**config.mk**
```make
export PLATFORM = sky130hd
export DESIGN_NAME = gpu_display_sequencer
export DESIGN_NICKNAME = d
export VERILOG_FILES = /design/src/rtl/gpu_display_sequencer.sv
export SDC_FILE = /design/constraint.sdc
export NUM_CORES = 1
export LEC_CHECK = 0
export CAP_MARGIN = 20
export CORE_MARGIN = 2
export CORE_UTILIZATION = 50
export CTS_BUF_LIST = sky130_fd_sc_hd__clkbuf_8
export CTS_CLUSTER_DIAMETER = 60
export CTS_CLUSTER_SIZE = 24
export DETAILED_ROUTE_END_ITERATION = 10
export HOLD_SLACK_MARGIN = 0.15
export PLACE_DENSITY = 0.89
export SLEW_MARGIN = 30
export SYNTH_ARGS = -nofsm -noshare
export SYNTH_HDL_FRONTEND = slang
export SYNTH_SLANG_ARGS = --single-unit
```
**constraint.sdc**
```tcl
create_clock -name system_clock -period 1.88 [get_ports system_clock]
set_clock_uncertainty 0.05 [all_clocks]
set_input_delay 0.376 -clock system_clock [delete_from_list [all_inputs] [get_ports system_clock]]
set_output_delay 0.376 -clock system_clock [all_outputs]
set_load 0.05 [all_outputs]
```
**src/rtl/gpu_display_sequencer.sv**
```systemverilog
// gpu_display_sequencer: sequences the VGA reset/settle/enable and stops or restarts only at frame boundaries.
// Optional GPU_SEQ_WATCHDOG_EN adds a frame_end watchdog that forces an automatic restart.
module gpu_display_sequencer #(
  parameter int CMD_WIDTH         = 8,
  parameter int START_CMD         = 2,
  parameter int STOP_CMD          = 3,
  parameter int RESTART_CMD       = 4,
  parameter int RESET_CYCLES      = 1,
  parameter int SETTLE_CYCLES     = 8,
  parameter int FRAME_COUNT_WIDTH = 16,
  parameter int WATCHDOG_CYCLES   = 1000000
) (
  input  logic                         system_clock,
  input  logic                         reset,
  input  logic                         command_valid,
  input  logic [CMD_WIDTH-1:0]         command,
  input  logic                         frame_end,
  output logic                         vga_reset,
  output logic                         vga_enable,
  output logic                         busy,
  output logic [2:0]                   state,
  output logic [FRAME_COUNT_WIDTH-1:0] frame_count,
  output logic                         cmd_error,
  output logic                         watchdog_fault
);
  localparam int PMAX = RESET_CYCLES > SETTLE_CYCLES ? RESET_CYCLES : SETTLE_CYCLES;
  localparam int PW = $clog2(PMAX + 1);
  localparam logic [CMD_WIDTH-1:0] START_C = CMD_WIDTH'(START_CMD);
  localparam logic [CMD_WIDTH-1:0] STOP_C = CMD_WIDTH'(STOP_CMD);
  localparam logic [CMD_WIDTH-1:0] RESTART_C = CMD_WIDTH'(RESTART_CMD);
  typedef enum logic [2:0] {IDLE = 3'd0, RESET_PULSE = 3'd1, SETTLE = 3'd2, RUNNING = 3'd3, STOP_WAIT = 3'd4} state_t;
  state_t state_q, state_d;
  logic [PW-1:0] phase_q, phase_d;
  logic pend_q, pend_d;
  logic [FRAME_COUNT_WIDTH-1:0] fc_q, fc_d;
  logic err_q, err_d;
  logic is_start, is_stop, is_restart;
  assign is_start = command_valid && command == START_C;
  assign is_stop = command_valid && command == STOP_C;
  assign is_restart = command_valid && command == RESTART_C;
  assign vga_reset = state_q == RESET_PULSE;
  assign vga_enable = state_q == RUNNING || state_q == STOP_WAIT;
  assign busy = state_q == RESET_PULSE || state_q == SETTLE || state_q == STOP_WAIT;
  assign state = state_q;
  assign frame_count = fc_q;
  assign cmd_error = err_q;
`ifdef GPU_SEQ_WATCHDOG_EN
  localparam int WW = $clog2(WATCHDOG_CYCLES + 1);
  logic [WW-1:0] wdt_q, wdt_d;
  logic wdog_q, wdog_d;
  assign watchdog_fault = wdog_q;
`else
  assign watchdog_fault = 1'b0 & |WATCHDOG_CYCLES;
`endif
  always_comb begin
    state_d = state_q;
    phase_d = phase_q;
    pend_d = pend_q;
    fc_d = frame_end && vga_enable ? fc_q + 1'b1 : fc_q;
    err_d = err_q | (command_valid && !(command == START_C || command == STOP_C || command == RESTART_C));
    case (state_q)
      IDLE: begin
        state_d = is_start ? RESET_PULSE : IDLE;
        phase_d = '0;
      end
      RESET_PULSE: begin
        state_d = is_stop ? IDLE : phase_q == PW'(RESET_CYCLES - 1) ? SETTLE : RESET_PULSE;
        phase_d = phase_q == PW'(RESET_CYCLES - 1) ? '0 : phase_q + 1'b1;
      end
      SETTLE: begin
        state_d = is_stop ? IDLE : phase_q == PW'(SETTLE_CYCLES - 1) ? RUNNING : SETTLE;
        phase_d = phase_q + 1'b1;
      end
      RUNNING: begin
        state_d = is_stop || is_restart ? STOP_WAIT : RUNNING;
        pend_d = is_restart && !is_stop;
      end
      STOP_WAIT: begin
        pend_d = is_restart ? 1'b1 : is_stop ? 1'b0 : pend_q;
        state_d = !frame_end ? STOP_WAIT : pend_d ? RESET_PULSE : IDLE;
        phase_d = '0;
        pend_d = pend_d && !frame_end;
      end
      default: begin
        state_d = IDLE;
        phase_d = '0;
        pend_d = 1'b0;
      end
    endcase
`ifdef GPU_SEQ_WATCHDOG_EN
    wdt_d = frame_end || !vga_enable ? '0 : wdt_q + 1'b1;
    wdog_d = wdog_q;
    // A stalled frame_end while the display runs forces a full restart.
    if (vga_enable && wdt_q == WW'(WATCHDOG_CYCLES - 1)) begin
      wdog_d = 1'b1;
      wdt_d = '0;
      state_d = RESET_PULSE;
      phase_d = '0;
      pend_d = 1'b0;
    end
`endif
  end
  always_ff @(posedge system_clock) begin
    if (reset) begin
      state_q <= IDLE;
      phase_q <= '0;
      pend_q <= 1'b0;
      fc_q <= '0;
      err_q <= 1'b0;
`ifdef GPU_SEQ_WATCHDOG_EN
      wdt_q <= '0;
      wdog_q <= 1'b0;
`endif
    end else begin
      state_q <= state_d;
      phase_q <= phase_d;
      pend_q <= pend_d;
      fc_q <= fc_d;
      err_q <= err_d;
`ifdef GPU_SEQ_WATCHDOG_EN
      wdt_q <= wdt_d;
      wdog_q <= wdog_d;
`endif
    end
  end
endmodule

```
-- Word level (Yosys, flattened, before mapping)
Index checks and enable logic that the tools add are counted.
- output and inout bits: 24
- logic and storage cells: 49
- register bits: 25
- bitwise logic cells: 1
- $add $sub $neg: 2
- reduce and logical (&&, ||, !) cells: 19
- multiplexer cells: 14
- equal/unequal tests: 8
- operator list (operator ; number):
    $add A16 B1 Y16 const B ; 1
    $eq A8 B2 Y1 const B ; 2
    $pmux W3 S5 ; 1
    $pmux W4 S3 ; 1
    $eq A8 B3 Y1 const B ; 1
    $logic_and A1 B1 Y1 ; 7
    $eq A3 B2 Y1 const B ; 2
    $logic_or A1 B1 Y1 ; 6
    $mux W2 ; 3
    $mux W3 ; 2
    $mux W1 ; 5
    $add A4 B1 Y4 const B ; 1
    $eq A4 B3 Y1 const B ; 1
    $logic_not A4 Y1 ; 1
    $mux W4 ; 1
    $eq A3 B1 Y1 const B ; 1
    $eq A3 B3 Y1 const B ; 1
    $logic_not A1 Y1 ; 3
    $logic_not A3 Y1 ; 1
    $pmux W1 S3 ; 1
    $reduce_or A3 Y1 ; 1
    $or A1 B1 Y1 ; 1

-- Logic depth before layout (Yosys ltp)
Gate-level depths: netlist (run 1).
- depth after elaboration: 7
- gate-level depth with buffers: 6
- depth with buffers taken out: 6

-- Worst setup path after synthesis (run 1)
Ideal clock, no wire load.
- path type: reg-to-output
- from: register state_q[0] (netlist: state[0])
- to: output port busy
- stages on the path, launching flop included: 4
- path buffers: 1
- required time: 1454 ps
- slack: -797 ps
- data arrival time: 2251 ps
- cell sequence: dfxtp_1 > clkbuf_1 > xnor2_1 > o21ai_0
- word-level cells in the longest chain between the ends: 3
- ends and longest elaborated chain (element ; RTL line ; text):
    start: declaration ; 32 ; state_t state_q, state_d;
    start signal: assignment ; 115 ; state_q <= state_d;
    $eq A3 B1 Y1 / $eq A3 B2 Y1 (equally long branches) ; 43 ; assign busy = state_q == RESET_PULSE || state_q == SETTLE || state_q == STOP_WAIT;
    $logic_or A1 B1 Y1 ; 43 ;
    $logic_or A1 B1 Y1 * ; 43 ;
    end: declaration ; 20 ; output logic busy,
Mark *: on every way between the ends. The rest lies on a longest branch, timed or not.

-- Worst setup path after layout (run 1)
- from: register state_q[0] (netlist: state[0])
- to: output port vga_enable
- word-level cells in the longest chain between the ends: 2
- ends and longest elaborated chain (element ; RTL line ; text):
    $eq A3 B2 Y1 / $eq A3 B3 Y1 (equally long branches) ; 42 ; assign vga_enable = state_q == RUNNING || state_q == STOP_WAIT;
    $logic_or A1 B1 Y1 * ; 42 ;
    end: declaration ; 19 ; output logic vga_enable,
Marked as above.

==> out/metrics.yaml, run 1 <==
cts:
  cts_buffers: 3
  clkSinkCount: 25
  post_cts_hold_buffer_count: 0
  clock_tree.htree_level_count: 1
  clk_transition_reported_paths_ns: 0.09
  clk-insertion-delay-late_ns: 0.28
  clockRootBuffer: "sky130_fd_sc_hd__clkbuf_8"
  cts_buffer_depth: 2
  tritoncts: "yes"
timing:
  min_period_ns: 1.86
  setup-violations-final: 0
  slew_viols_final: 0
  final-hold-violation-count: 0
  rsz0062_at_grt: "no"
  layout_worst_path_cycle_share_pct: 99.0
  holdWs_ns: 0.430
  fmax_mhz: 537
  finalWorstSetupSlack_ns: 0.0194
die:
  area_of_the_core_region_um2: 2730
  die-area_um2: 3320
  floorplan.rows: 19
  initial_core_utilization_pct: 52.5
  floorplan.die.width_um: 57.6
  design.portCount: 36
  chipHeight_um: 57.6
worst_setup_path:
  cell_chain_of_the_critical_path: "and3b_2, or2_2, buf_12"
  crit_slowest_cell: "sky130_fd_sc_hd__dfxtp_4"
  cpPeakStageDelay_ns: 0.39
  cp_data_required_time_ns: 1.45
  worst_setup_path_start_kind: "register"
  regToRegEndpoint: "state[0]"
  worst-path-max-fanout: 8
  worst-setup-path-type: "register to output port"
  critical_path.top_delay_family: "simple AND/OR/NAND/NOR gates"
  rr_startpoint: "phase_q[0]"
  cp_data_arrival_time_ns: 1.43
  worstPathBufferInverterCount: 1
  regToRegSetupSlack_ns: 0.10
  worstRegToRegCells: 6
  crit_path_end_kind: "output port"
placement:
  placedInstanceArea_um2: 1980
  dp_hpwl_um: 2930
  gp_routability_congestion: 0.831
  dpl_cells: 248
  buffer_ports.inserted: 34
  setup_slack_placement_ns: -0.537
synthesis:
  synth_most_common_cell: "sky130_fd_sc_hd__dfxtp_1"
  synth.ff_latch_count: 25
  synth_common_cells: "sky130_fd_sc_hd__dfxtp_1 (25), sky130_fd_sc_hd__nor2_1 (14), sky130_fd_sc_hd__a21oi_1 (11), sky130_fd_sc_hd__o21ai_0 (11)"
  synth_top_cell_area_share_pct: 34.8
  synth_top_area_cell: "sky130_fd_sc_hd__dfxtp_1"
  synth_top_cells_by_area: "sky130_fd_sc_hd__dfxtp_1 (35%), sky130_fd_sc_hd__xor2_1 (4.9%), sky130_fd_sc_hd__a21oi_1 (3.8%)"
  syn_area_um2: 1440
  leading_register_cell_type_out_of_synthesis: "sky130_fd_sc_hd__dfxtp_1"
  synth_enable_flop_cells: 0
  synth_nets: 180
  synthesis.instances: 165
  syn_avg_cell_area_um2: 8.71
  synth.lib_cells_used.distinct: 49
  async_reset_ff_share_pct: 0
  yosysWarnings: 0
  synth-seq-area-share_pct: 34.8
power:
  vdd_drop_max_mv: 0.428
  cellPowerDensity_nw_per_um2: 452
  power_report.internal_total_w: 0.000728
  seq_power_share_pct: 54.5
  p_switching_w: 0.000241
  switching_share_pct: 24.9
  pwr-share-clk_pct: 35.1
  power_leakage_nw: 0.875
  p_total_w: 0.000969
  share_comb_of_total_power_pct: 10.4
cells_and_area:
  synthToLayoutAreaGrowth_pct: 49.4
  net_count_of_the_finished_layout: 246
  finalNonFillerCells: 261
  antenna_cells_inserted: 0
  fin_area_um2: 2150
  layout-drive-gt1-share_pct: 37.4
route:
  first_iter_violations: 73
  drt.antenna.violating_nets: 0
  routed-via-count: 1573
  drt-total-wl_um: 4370
  post-route-drc-count: 0
  drt_first_pass_iters: 5
  vias_per_cell: 6.03
  wire_per_inst_um: 16.7
hold_path:
  worst_hold_class: "register to register"
  hp-start: "cmd_error"
  min_to: "cmd_error"
  worstHoldPathCells: 2
global_route:
  grt_start_max_net_pins: 18
  grt_first_pass_wirelength_um: 6930
  gr-total-overflow: 0
  grt_pass1_vias: 1529
  groute.usage.overall_pct: 27.2
  grt_antenna_before_repair: 0
status:
  outcome: "complete, no violations"
job:
  cap_viol_max_count: 0
## power groups by stage
stage                     Sequential, W  Combinational [W]  Clock [W]
final                          0.000529           0.000101   0.000340
after global routing           0.000529           0.000106   0.000357
after CTS                      0.000530          0.0000977   0.000336
after detailed placement       0.000544          0.0000984          0
after global placement         0.000544          0.0000953          0
after floorplan                0.000550          0.0000300          0
## cell usage in the layout (no fill, tap or decap), types with 3 or more instances in the layout
cell type	instances
sky130_fd_sc_hd__dlymetal6s2s_1	4
sky130_fd_sc_hd__and3_1	4
sky130_fd_sc_hd__nor4b_1	3
sky130_fd_sc_hd__buf_4	52
sky130_fd_sc_hd__o211ai_1	5
sky130_fd_sc_hd__nand4_1	3
sky130_fd_sc_hd__ha_1	3
sky130_fd_sc_hd__a211oi_1	3
sky130_fd_sc_hd__xor2_1	8
sky130_fd_sc_hd__clkbuf_8	3
sky130_fd_sc_hd__clkbuf_2	3
sky130_fd_sc_hd__o21ai_0	9
sky130_fd_sc_hd__dfxtp_1	23
sky130_fd_sc_hd__buf_12	4
sky130_fd_sc_hd__a21oi_1	11
sky130_fd_sc_hd__nor2b_1	3
sky130_fd_sc_hd__nand3b_1	4
sky130_fd_sc_hd__or3_1	8
sky130_fd_sc_hd__nand2_1	8
sky130_fd_sc_hd__nor2_1	14
sky130_fd_sc_hd__nand3_1	3
## how the worst max path moves through the flow
stage / from / end / slack [ns] / cells after the start
after global placement: command[7] / state[0] / -0.38 / 5
final: state[0] / vga_enable / 0.02 / 3
after global routing: state[0] / vga_enable / 0.005 / 3
after CTS: command[0] / state[0] / -0.01 / 5
after floorplan: state[1] / frame_count[15] / 0.006 / 5
after detailed placement: command[7] / state[0] / -0.54 / 5
## cells by family (layout without fill, tap and decap cells)
| group | count (synthesis) | in the layout | share of synthesized area, % |
|---|---|---|---|
| xor+xnor | 10 | 10 | 6.10 |
| mux | 2 | 2 | 1.48 |
| flops | 25 | 25 | 34.8 |
| compound gates | 42 | 42 | 20.3 |
| simple gates | 73 | 73 | 31.7 |
| buf+inv | 9 | 74 | 2.70 |
| other cells | 1 | 1 | 0.261 |
| fa+ha+maj | 3 | 3 | 2.61 |
## state kept, by name, summed over array words and instances (netlist names)
name and count:
frame_count 16, state 3, phase_q 4, pend_q 1, cmd_error 1
## routing by layer
metal	global-route usage, %	share of wire (%)	vias to the layer above
li1	-	-	753
met1	32.2	40	739
met5	0	0	-
met3	5.22	6.4	13
met4	14.6	2.5	0
met2	46.1	51	68
## worst register-to-register path, delay by kind of cell, from the launching register on
kind	cells	cell delay (ns)
buffers and inverters	1	0.07
AO/OA/AOI/OAI	1	0.22
adder cells (fa/ha/maj)	1	0.15
flip-flops	1	0.36
AND/OR/NAND/NOR	3	0.80
## per-stage QoR
step | TNS (ns) | util, %
3_5_place_dp | -1.74 | 72.4
4_1_cts | -0.0130 | 76.0
2_1_floorplan | 0 | -
3_3_place_gp | -1.21 | 72.4
5_1_grt | 0 | 78.5
6_report | 0 | 78.5
## repair_timing
action | in CTS | in global routing
buffers inserted | 3 | 6
endpoints found under the setup margin | 4 | 4
resized for setup | 15 | 16
pin swaps | 7 | 8
## layout make-up
class / instances / area (µm²)
Multi-Input combinational cell: 131 / 957
Fill cell: 174 / 588
Timing Repair Buffer: 68 / 586
Sequential cell: 25 / 508
Clock buffer: 3 / 41.3
Tap cell: 31 / 38.8
Clock inverter: 1 / 7.51
Inverter: 2 / 7.51
(Power assumes the default switching activity.)
==> inputs of run 2 (changes only) <==
Settings changed: CAP_MARGIN 20 to not set, CORE_ASPECT_RATIO set to 1.2, CORE_UTILIZATION 50 to 33, PLACE_DENSITY 0.89 to 0.65.
==> out/metrics.yaml, run 2 (synthesis results as in run 1) <==
global_route:
  groute.layer.met2.usage_pct: 26.0  # was 46.1%
  grt_pass1_vias: 1400  # was 1,529
  gr-total-overflow: 0  # unchanged
  groute.usage.overall_pct: 15.4  # was 27.2%
  grt_met1_use_pct: 19.3  # was 32.2%
  grt_antenna_before_repair: 0  # unchanged
  grt_first_pass_wirelength_um: 6220  # was 6930 µm
  grt_start_max_net_pins: 15  # was 18
  grt.met3_usage_pct: 1.62  # was 5.22%
  grt-busiest-layer: "met2"  # unchanged
cells_and_area:
  synthToLayoutAreaGrowth_pct: 48.0  # was 49.4%
  number_of_flip_flops_in_the_largest_register: 16  # unchanged
  final.fill_count: 442  # was 174
  finalNonFillerCells: 283  # was 261
  layout.cells.most_common: "sky130_fd_sc_hd__buf_4"  # unchanged
  fin_area_um2: 2130  # was 2150 µm²
  layout-drive-gt1-share_pct: 33.0  # was 37.4%
  net_count_of_the_finished_layout: 243  # was 246
  antenna_cells_inserted: 0  # unchanged
  most-common-layout-cells: "sky130_fd_sc_hd__buf_4 (50), sky130_fd_sc_hd__dfxtp_1 (23), sky130_fd_sc_hd__nor2_1 (14), sky130_fd_sc_hd__a21oi_1 (11), sky130_fd_sc_hd__o21ai_0 (9)"  # was sky130_fd_sc_hd__buf_4 (52), sky130_fd_sc_hd__dfxtp_1 (23), sky130_fd_sc_hd__nor2_1 (14), sky130_fd_sc_hd__a21oi_1 (11), sky130_fd_sc_hd__o21ai_0 (9)
job:
  cap_viol_max_count: 0  # unchanged
route:
  wire_per_inst_um: 12.7  # was 16.7 µm
  first_iter_violations: 47  # was 73
  drt_first_pass_iters: 4  # was 5
  drt-total-wl_um: 3580  # was 4370 µm
  post-route-drc-count: 0  # unchanged
  drt.antenna.violating_nets: 0  # unchanged
  routed-via-count: 1473  # was 1,573
  vias_per_cell: 5.20  # was 6.03
power:
  switching_share_pct: 23.3  # was 24.9%
  power_leakage_nw: 0.844  # was 0.875 nW
  pwr-share-clk_pct: 33.9  # was 35.1%
  p_switching_w: 0.000221  # was 0.000241 W
  vdd_drop_max_mv: 0.248  # was 0.428 mV
  share_comb_of_total_power_pct: 10.2  # was 10.4%
  seq_power_share_pct: 55.9  # was 54.5%
  cellPowerDensity_nw_per_um2: 446  # was 452 nW/µm²
  power_report.internal_total_w: 0.000727  # was 0.000728 W
hold_path:
  worstHoldPathCells: 2  # unchanged
  worst_hold_class: "register to register"  # unchanged
  min_to: "frame_count[15]"  # was cmd_error
  hp-start: "frame_count[15]"  # was cmd_error
worst_setup_path:
  rr_startpoint: "phase_q[1]"  # was phase_q[0]
  cp_data_required_time_ns: 1.45  # about the same
  cp_data_arrival_time_ns: 1.41  # was 1.43 ns
  worst-setup-path-type: "register to output port"  # unchanged
  regToRegSetupSlack_ns: 0.14  # was 0.10 ns
  regToRegEndpoint: "state[0]"  # unchanged
  crit_path_end_kind: "output port"  # unchanged
  worst_setup_path_start_kind: "register"  # unchanged
  worst-path-max-fanout: 7  # was 8
  worstRegToRegCells: 6  # unchanged
cts:
  clk_transition_reported_paths_ns: 0.09  # about the same
  clkSinkCount: 25  # unchanged
  tritoncts: "yes"  # unchanged
  cts_buffers: 3  # unchanged
  clock_tree.htree_level_count: 1  # unchanged
  cts_buffer_depth: 2  # unchanged
  clockRootBuffer: "sky130_fd_sc_hd__clkbuf_8"  # unchanged
  clk-insertion-delay-late_ns: 0.27  # was 0.28 ns
  post_cts_hold_buffer_count: 0  # unchanged
die:
  die-area_um2: 4900  # was 3320 µm²
  initial_core_utilization_pct: 34.0  # was 52.5%
  floorplan.rows: 26  # was 19
  design.portCount: 36  # unchanged
  floorplan.die.width_um: 64.2  # was 57.6 µm
  area_of_the_core_region_um2: 4230  # was 2730 µm²
  chipHeight_um: 76.3  # was 57.6 µm
placement:
  dp_hpwl_um: 2800  # was 2930 µm
  gp_routability_congestion: 0.817  # was 0.831
  buffer_ports.inserted: 34  # unchanged
  dpl_cells: 276  # was 248
  placedInstanceArea_um2: 2030  # was 1980 µm²
timing:
  layout_worst_path_cycle_share_pct: 97.4  # was 99.0%
  final.setup.tns_ns: 0  # unchanged
  final-hold-violation-count: 0  # unchanged
  fmax_mhz: 546  # was 537 MHz
  setup-violations-final: 0  # unchanged
  holdWs_ns: 0.448  # was 0.430 ns
  rsz0062_at_grt: "no"  # unchanged
  min_period_ns: 1.83  # was 1.86 ns
  slew_viols_final: 0  # unchanged
status:
  outcome: "complete, no violations"  # unchanged
## run 2: cell types whose count changed in the layout (fill, tap and decap cells not counted), moves of 2 or more
cell / before / now
sky130_fd_sc_hd__dlygate4sd2_1: 1 / 5
sky130_fd_sc_hd__clkbuf_2: 3 / 0
sky130_fd_sc_hd__buf_4: 52 / 50
sky130_fd_sc_hd__clkdlybuf4s50_1: 2 / 4
sky130_fd_sc_hd__dlymetal6s2s_1: 4 / 2
## run 2: area by class of cell
class | instances | area (µm²) | share of cell area [%]
multi-input combinational | 131 | 932 | 43.8
timing repair buffer | 65 | 564 | 26.5
sequential | 25 | 505 | 23.8
tap | 56 | 70.1 | 3.30
clock buffer | 3 | 41.3 | 1.94
inverter | 2 | 7.51 | 0.353
clock inverter | 1 | 5.00 | 0.235
## run 2: power groups by stage
stage	sequential [W]	combinational, W	clock, W
after detailed placement	0.000544	0.0000974	0
after floorplan	0.000550	0.0000300	0
after CTS	0.000532	0.0000972	0.000339
after global routing	0.000531	0.000104	0.000359
after global placement	0.000544	0.0000975	0
final	0.000530	0.0000968	0.000321
## run 2: worst max path at each step
stage                            to  cells after the start       start  slack, ns
floorplan           frame_count[15]                      5    state[1]      0.006
global placement           state[0]                      5  command[7]      -0.41
detailed placement         state[0]                      5  command[7]      -0.45
CTS                        state[0]                      6  command[1]       0.01
global route             vga_enable                      3    state[0]      0.007
finish                   vga_enable                      3    state[0]       0.05
## run 2: through the flow
stage / worst slack, ns / power, W / util [%]
final: 0.0486 / 0.000948 / 50.3
after global routing: 0.00668 / 0.000994 / 50.3
after CTS: 0.0123 / 0.000968 / 49.6
after detailed placement: -0.451 / 0.000642 / 48.0
after global placement: -0.406 / 0.000642 / 48.0
after floorplan: 0.00647 / 0.000580 / -
## run 2: worst max-delay path, cell delays in order (launching register included)
cell and delay, ns:
sky130_fd_sc_hd__dfxtp_4 0.37, sky130_fd_sc_hd__and3b_2 0.27, sky130_fd_sc_hd__or2_2 0.34, sky130_fd_sc_hd__buf_12 0.16
## run 2: layer usage
layer / vias to the layer above / share of wire (%)
met5: - / 0
met4: 0 / 2.4
met3: 8 / 3.4
met2: 34 / 50
met1: 692 / 44
li1: 739 / -
## run 2: what timing repair did
| action | in CTS | in global routing |
|---|---|---|
| buffers inserted | 1 | 2 |
| gates resized for setup | 9 | 5 |
| endpoints found under the setup margin | 3 | 3 |
| pin swaps | 3 | 3 |
